## config.mk

```make
export PLATFORM = sky130hd
export DESIGN_NAME = newton_join_buffer
export DESIGN_NICKNAME = d
export VERILOG_FILES = /design/src/rtl/newton_join_buffer.sv
export SDC_FILE = /design/constraint.sdc
export NUM_CORES = 1
export LEC_CHECK = 0
export ABC_CLOCK_PERIOD_IN_PS = 5000
export BUFFER_PORTS_ARGS = -buffer_cell sky130_fd_sc_hd__buf_4
export CORE_ASPECT_RATIO = 0.5
export CORE_UTILIZATION = 53
export CTS_BUF_LIST = sky130_fd_sc_hd__clkbuf_4 sky130_fd_sc_hd__clkbuf_8
export CTS_CLUSTER_SIZE = 16
export DETAILED_ROUTE_END_ITERATION = 8
export GPL_TIMING_DRIVEN = 0
export PLACE_DENSITY = 0.74
export SYNTH_ARGS = -nofsm -noshare
export SYNTH_HDL_FRONTEND = slang
export SYNTH_SLANG_ARGS = --single-unit
```

## constraint.sdc

```tcl
create_clock -name clk -period 5 [get_ports clk]
set_input_delay 1 -clock clk [delete_from_list [all_inputs] [get_ports clk]]
set_output_delay 1 -clock clk [all_outputs]
set_load 0.03 [all_outputs]
```

## src/rtl/newton_join_buffer.sv

```systemverilog
// newton_join_buffer: fork/join alignment buffer for the Newton datapath.
// Branch A words wait in a DEPTH-entry FIFO until a branch B word arrives.
// The oldest A word and the B word then leave together as one registered pair.
// Optional feature macro: NEWTON_JOIN_BYPASS_EN. When it is defined, an empty
// FIFO lets a_data pair directly with b_data in one edge.
// Ports:
//   clk, rst_n         clock, async active-low reset
//   a_data/a_vd/a_rd   short-path operand in
//   b_data/b_vd/b_rd   long-path operand in
//   out_a/out_b        registered operand pair
//   out_vd/out_rd      pair handshake
//   count              FIFO occupancy, 0..DEPTH
module newton_join_buffer #(
    parameter int WIDTH = 2,
    parameter int DEPTH = 8,
    localparam int CW = $clog2(DEPTH + 1)
) (
    input  logic             clk,
    input  logic             rst_n,
    input  logic [WIDTH-1:0] a_data,
    input  logic             a_vd,
    output logic             a_rd,
    input  logic [WIDTH-1:0] b_data,
    input  logic             b_vd,
    output logic             b_rd,
    output logic [WIDTH-1:0] out_a,
    output logic [WIDTH-1:0] out_b,
    output logic             out_vd,
    input  logic             out_rd,
    output logic [CW-1:0]    count
);

    localparam int PW = (DEPTH > 1) ? $clog2(DEPTH) : 1;
    localparam logic [CW-1:0] FULL = CW'(DEPTH);
    localparam logic [PW-1:0] LAST = PW'(DEPTH - 1);

    localparam logic [0:0] EMPTY = 1'b0;
    localparam logic [0:0] HELD  = 1'b1;

    logic [WIDTH-1:0] mem [DEPTH];
    logic [PW-1:0]    wr_ptr;
    logic [PW-1:0]    rd_ptr;
    logic [CW-1:0]    cnt;
    logic [0:0]       state;

    logic free;
    logic nempty;
    logic byp;
    logic join_f;
    logic push;
    logic load;

    assign out_vd = (state == HELD);
    assign count  = cnt;
    assign free   = !out_vd || out_rd;
    assign nempty = (cnt != '0);

    // a_rd looks only at the registered count, gated low while in reset.
    assign a_rd = rst_n && (cnt < FULL);

`ifdef NEWTON_JOIN_BYPASS_EN
    assign byp  = rst_n && !nempty && a_vd && b_vd && free;
    assign b_rd = rst_n && (nempty || a_vd) && free;
`else
    assign byp  = 1'b0;
    assign b_rd = rst_n && nempty && free;
`endif

    assign join_f = rst_n && b_vd && nempty && free;
    // A bypassed word goes straight to out_a and never occupies the FIFO.
    assign push   = a_vd && a_rd && !byp;
    assign load   = join_f || byp;

    always_ff @(posedge clk) begin
        if (push) begin
            mem[wr_ptr] <= a_data;
        end
    end

    always_ff @(posedge clk or negedge rst_n) begin
        if (!rst_n) begin
            wr_ptr <= '0;
            rd_ptr <= '0;
            cnt    <= '0;
        end else begin
            if (push) begin
                wr_ptr <= (wr_ptr == LAST) ? '0 : wr_ptr + PW'(1);
            end
            if (join_f) begin
                rd_ptr <= (rd_ptr == LAST) ? '0 : rd_ptr + PW'(1);
            end
            unique case ({push, join_f})
                2'b10:   cnt <= cnt + CW'(1);
                2'b01:   cnt <= cnt - CW'(1);
                default: cnt <= cnt;
            endcase
        end
    end

    // The output pair register. It reloads back-to-back when a join
    // coincides with the downstream taking the current pair.
    always_ff @(posedge clk or negedge rst_n) begin
        if (!rst_n) begin
            state <= EMPTY;
            out_a <= '0;
            out_b <= '0;
        end else if (load) begin
            state <= HELD;
            out_a <= byp ? a_data : mem[rd_ptr];
            out_b <= b_data;
        end else if (out_rd) begin
            state <= EMPTY;
        end
    end

endmodule

```

Yosys cells after proc, flatten, opt, wreduce, memory -nomap -nowiden
Memories as Yosys holds them, arrays and structs flattened. A register that Yosys moved wholly into a read port is not among the register bits.
Cells that the tools add are included.

operators by class
  $add $sub $neg = 4
  $lt $le $gt $ge = 1
  equality and inequality tests = 4
  muxes and demuxes = 7
  reductions and logical operators = 13

operators by type and width
  kind                   count
  $pmux W4 S2            1
  $logic_and A1 B1 Y1    7
  $add A3 B1 Y3 const B  2
  $eq A3 B3 Y1 const B   2
  $mux W3                2
  $add A4 B1 Y4 const B  1
  $lt A4 B4 Y1 const B   1
  $mux W1                4
  $reduce_bool A2 Y1     2
  $reduce_bool A4 Y1     1
  $sub A4 B1 Y4 const B  1
  $eq A2 B1 Y1 const B   1
  $eq A2 B2 Y1 const B   1
  $logic_not A1 Y1       2
  $logic_or A1 B1 Y1     1

storage, ports and cells
  bits in registers = 13
  bits in writable memories = 16
  input port bits = 9
  output and inout port bits = 11
  word-level logic and storage cells = 35
  memories kept = 1

memory list
  name  depth  width  read ports  clocked after Yosys merged registers in  write ports  RTL line  RTL
  mem   8      2      1           1                                        1            40        logic [WIDTH-1:0] mem [DEPTH];

Logic depth before layout (Yosys ltp)
  word-level depth = 5
  mapped depth = 11
  depth with buffers taken out = 11

Worst setup path before layout
No wires, ideal clock.

  kind = input port to flip-flop
  from = in rst_n
  to = reg cnt[2] (netlist: count[2])
  setup time = 0.138 ns
  data arrival time = 3.002 ns
  required time = 4.862 ns
  setup slack = 1.860 ns
  cell stages on the path = 9
  buffers on the path = 0
  cells stage by stage = nor2b_1 nand2_1 ha_1 xor2_1 ha_1 a21oi_1 xor2_1 nor2_1 xor2_1

on the way
  word-level cells in the longest chain between the ends = 5
  elaborated cells between the ends (all ways) = 9
  classes of those cells = eq/ne: 2; mux: 1; reduce/logical: 6

RTL lines
  element                                            RTL line  RTL
  start, declared                                    19        input logic rst_n,
  $logic_and A1 B1 Y1 (3 in series)                  69        assign join_f = rst_n && b_vd && nempty && free;
  $eq A2 B1 Y1 or $eq A2 B2 Y1 (tied branches)       92        unique case ({push, join_f})
  $pmux W4 S2 or $reduce_bool A2 Y1 (tied branches)  -
  end signal, assigned                               93        2'b10: cnt <= cnt + CW'(1);
  end signal, assigned                               94        2'b01: cnt <= cnt - CW'(1);
  end signal, assigned                               95        default: cnt <= cnt;
  end, declared                                      43        logic [CW-1:0] cnt;

Parallel ways exist; a longest one is shown, timed or not.
A chain may end at the register's enable or synchronous reset.

Worst setup path in the final report
Same ends and word-level chain as after synthesis.

==> impl_metrics.csv <==
group,metric,value,unit
floorplan,coreArea,0.00239,sq mm
power_and_ir_drop,internal_power,0.657,mW
timing,tightest_slew,0.518,ns
detailed_routing,drc,0,
placed_design,numPortBuffers,19,
placed_design,place_area,0.00162,sq mm
clocking,cts_max_level,2,
floorplan,start_util,0.601,
power_and_ir_drop,p_switching,0.366,mW
floorplan,fp.dieW,75.6,um
power_and_ir_drop,switching_share,0.358,
outcome,status,"finished clean",
timing,max_freq,0.355,GHz
synth,synth_area,0.00144,sq mm
clocking,clkSinkCount,31,
timing,slew_headroom,0.651,
clocking,numCtsBuffers,5,
timing,min_period,2.82,ns
hold_path,min_to,"out_b[1]$_DFFE_PN0P_",
power_and_ir_drop,p_comb_frac,0.392,
floorplan,io_pins,20,
detailed_routing,dr.pass1.iters,4,
power_and_ir_drop,clkPwrFrac,0.189,
detailed_routing,wl_per_cell,16.5,um
clocking,root_buffer,"clkbuf_8",
layout,area_growth,19.2,%
critical_path,rr_worst_depth,11,
timing,hold_ws,0.518,ns
detailed_routing,viasPerCell,5.46,
floorplan,die_y,38.8,um
timing,rsz0062_at_grt,"false",
critical_path,reg2reg_to,"count[2]$_DFFE_PN0P_",
clocking,clk_pin_slew,0.06,ns
hold_path,hold_path_depth,1,
grt,antenna_found_initial,0,
synth,synth_nets,107,
clocking,cts_resized,0,
timing,skew,0.00449,ns
synth,synth.distinct_cells,25,
power_and_ir_drop,peakVddDrop,0.386,mV
placed_design,gp_congestion,0.728,
floorplan,row_count,12,
detailed_routing,antenna_left,0,
critical_path,reg2reg_setup_slack,2.38,ns
clocking,holdBufCountCts,0,
synth,synth_cells,91,
synth,yosysWarnings,0,
critical_path,end_kind,"register",
layout,layout.nets,133,
timing,finalSetupViolations,0,
detailed_routing,drt_wl_total,2520,um
timing,tns,0,ns
clocking,cts_tree,"done",
layout,drive_gt1_frac,0.390,
clocking,insertion_delay,0.28,ns
timing,fin_crit_sh,0.563,
grt,grt_use_total,0.223,
critical_path,startpoint_type,"input port",
grt,grt_max_degree,18,
hold_path,min_from,"out_b[1]$_DFFE_PN0P_",
synth,syn_avg_cell_area,15.8,sq um
clocking,clk_path_buf_depth,2,
power_and_ir_drop,cellLeakagePower,0.714,nW
synth,seq_area_frac_synth,0.596,
critical_path,crit_type,"in -> reg",
critical_path,reg2reg_from,"count[2]$_DFFE_PN0P_",
grt,grt_pass1_wl,4280,um
hold_path,hold_path.class,"reg -> reg",
timing,hold_violations,0,
critical_path,crit_required,5.16,ns
layout,postLayoutCellArea,0.00171,sq mm
synth,synth-seq-cells,31,
timing,final_max_slew_viol_count,0,
layout,n_antenna_cell,0,
critical_path,crit_fanout,17,
clocking,cts_setup_buffers,0,
grt,grt_pass1_vias,902,
power_and_ir_drop,p_per_area,598,mW/mm^2
grt,overflow,0,
detailed_routing,drt_iter0_markers,21,
detailed_routing,vias,835,
floorplan,die_area,0.00293,sq mm
placed_design,hpwl,1850,um
flow_run,cap_violations,0,
power_and_ir_drop,sequentialPowerShare,0.419,
critical_path,arrival,2.97,ns
-- synth_stat cells --
cell      instances  share of area
and3_4            1         0.0078
ha_1              7          0.061
mux4_2            4          0.063
nand3b_1          1         0.0052
nand3_1           1         0.0035
o21ai_0           1         0.0035
nand2b_1          3          0.013
mux2_4            7          0.073
edfxtp_1         16           0.33
a21o_1            1         0.0052
nor2_1            5          0.013
xor2_1            4          0.024
nor4_1            1         0.0044
mux2i_1           1         0.0070
xnor2_1           1         0.0061
nand2_1           3         0.0078
mux2_2            5          0.039
inv_6             1         0.0061
nor4bb_1          2          0.014
nand2_4           1         0.0078
nor3_1            5          0.017
a21oi_1           2         0.0070
dfrtp_1          15           0.26
or4_1             1         0.0052
nor2b_1           2         0.0087
-- kinds of logic after synthesis --
group           share of synthesized area
mux                                 0.182
xor+xnor                           0.0305
compound gates                     0.0157
buf+inv                           0.00610
flops                               0.596
simple gates                        0.108
fa+ha+maj                          0.0610
-- placed cells by master, fill, tap and decap left out --
cell type,netlist,final
nor2_1,5,5
nand3_1,1,1
edfxtp_1,16,16
xor2_1,4,4
o21ai_0,1,1
clkbuf_8,0,5
nand2_4,1,1
clkinv_2,0,1
and3_4,1,1
a21o_1,1,1
mux2_4,7,7
mux2_2,5,5
xnor2_1,1,1
clkbuf_4,0,2
mux4_2,4,4
nand3b_1,1,1
mux2i_1,1,1
nand2_1,3,3
a21oi_1,2,2
nor4_1,1,1
inv_6,1,1
buf_4,0,19
ha_1,7,7
or4_1,1,1
nor3_1,5,5
nor2b_1,2,2
nand2b_1,3,3
dfrtp_1,15,15
nor4bb_1,2,2
-- critical path, stage by stage --
cell and delay (ns):
buf_4 0.22, nor2b_1 0.25, nand2_1 0.26, ha_1 0.34, xor2_1 0.18, ha_1 0.19
a21oi_1 0.14, xor2_1 0.17, nor2_1 0.07, xor2_1 0.14
-- cell type report --
class / instances / area, sq um
tap: 35 / 43.8
timing repair buffer: 19 / 143
inverter: 1 / 8.76
multi-input combinational: 59 / 571
fill: 162 / 677
clock buffer: 7 / 83.8
sequential: 31 / 856
clock inverter: 1 / 5.00
-- power by group through the flow --
| stage | logic [mW] | registers [mW] | clock network [mW] |
|---|---|---|---|
| 2_1_floorplan | 0.228 | 0.476 | 0 |
| 3_3_place_gp | 0.383 | 0.422 | 0 |
| 3_5_place_dp | 0.404 | 0.433 | 0 |
| 4_1_cts | 0.406 | 0.429 | 0.200 |
| 5_1_grt | 0.435 | 0.441 | 0.211 |
| 6_report | 0.401 | 0.429 | 0.194 |
-- per-layer routing --
metal | vias up | track usage | routed length (um)
met5 | - | 0 | 0
met4 | 0 | 0.0972 | 21
met3 | 3 | 0.0807 | 120
met2 | 20 | 0.391 | 1280
met1 | 415 | 0.251 | 1090
li1 | 397 | - | -
-- registers in the layout (all words and copies together), names as in the netlist --
register	flops
out_vd	1
out_a	2
wr_ptr	3
count	4
out_b	2
rd_ptr	3
mem	16
-- worst max path at each step --
stage | endpoint | cells after the start | slack (ns) | startpoint
after floorplan | count[2]$_DFFE_PN0P_ | 9 | 1.86 | rst_n
after global placement | count[2]$_DFFE_PN0P_ | 10 | 1.97 | rst_n
after detailed placement | count[2]$_DFFE_PN0P_ | 10 | 1.90 | rst_n
after CTS | count[2]$_DFFE_PN0P_ | 10 | 2.18 | rst_n
after global routing | count[2]$_DFFE_PN0P_ | 10 | 1.98 | rst_n
final | count[2]$_DFFE_PN0P_ | 10 | 2.18 | rst_n
-- per-stage QoR --
| stage | worst slack (ns) | power, mW | util | instances |
|---|---|---|---|---|
| 6_report | 2.18 | 1.02 | 0.716 | 153 |
| 5_1_grt | 1.98 | 1.09 | 0.716 | 153 |
| 4_1_cts | 2.18 | 1.03 | 0.716 | 153 |
| 3_5_place_dp | 1.90 | 0.836 | 0.679 | 145 |
| 3_3_place_gp | 1.97 | 0.806 | 0.679 | 145 |
| 2_1_floorplan | 1.86 | 0.704 | - | 91 |
Note: power is estimated with default switching activity, not from simulation.
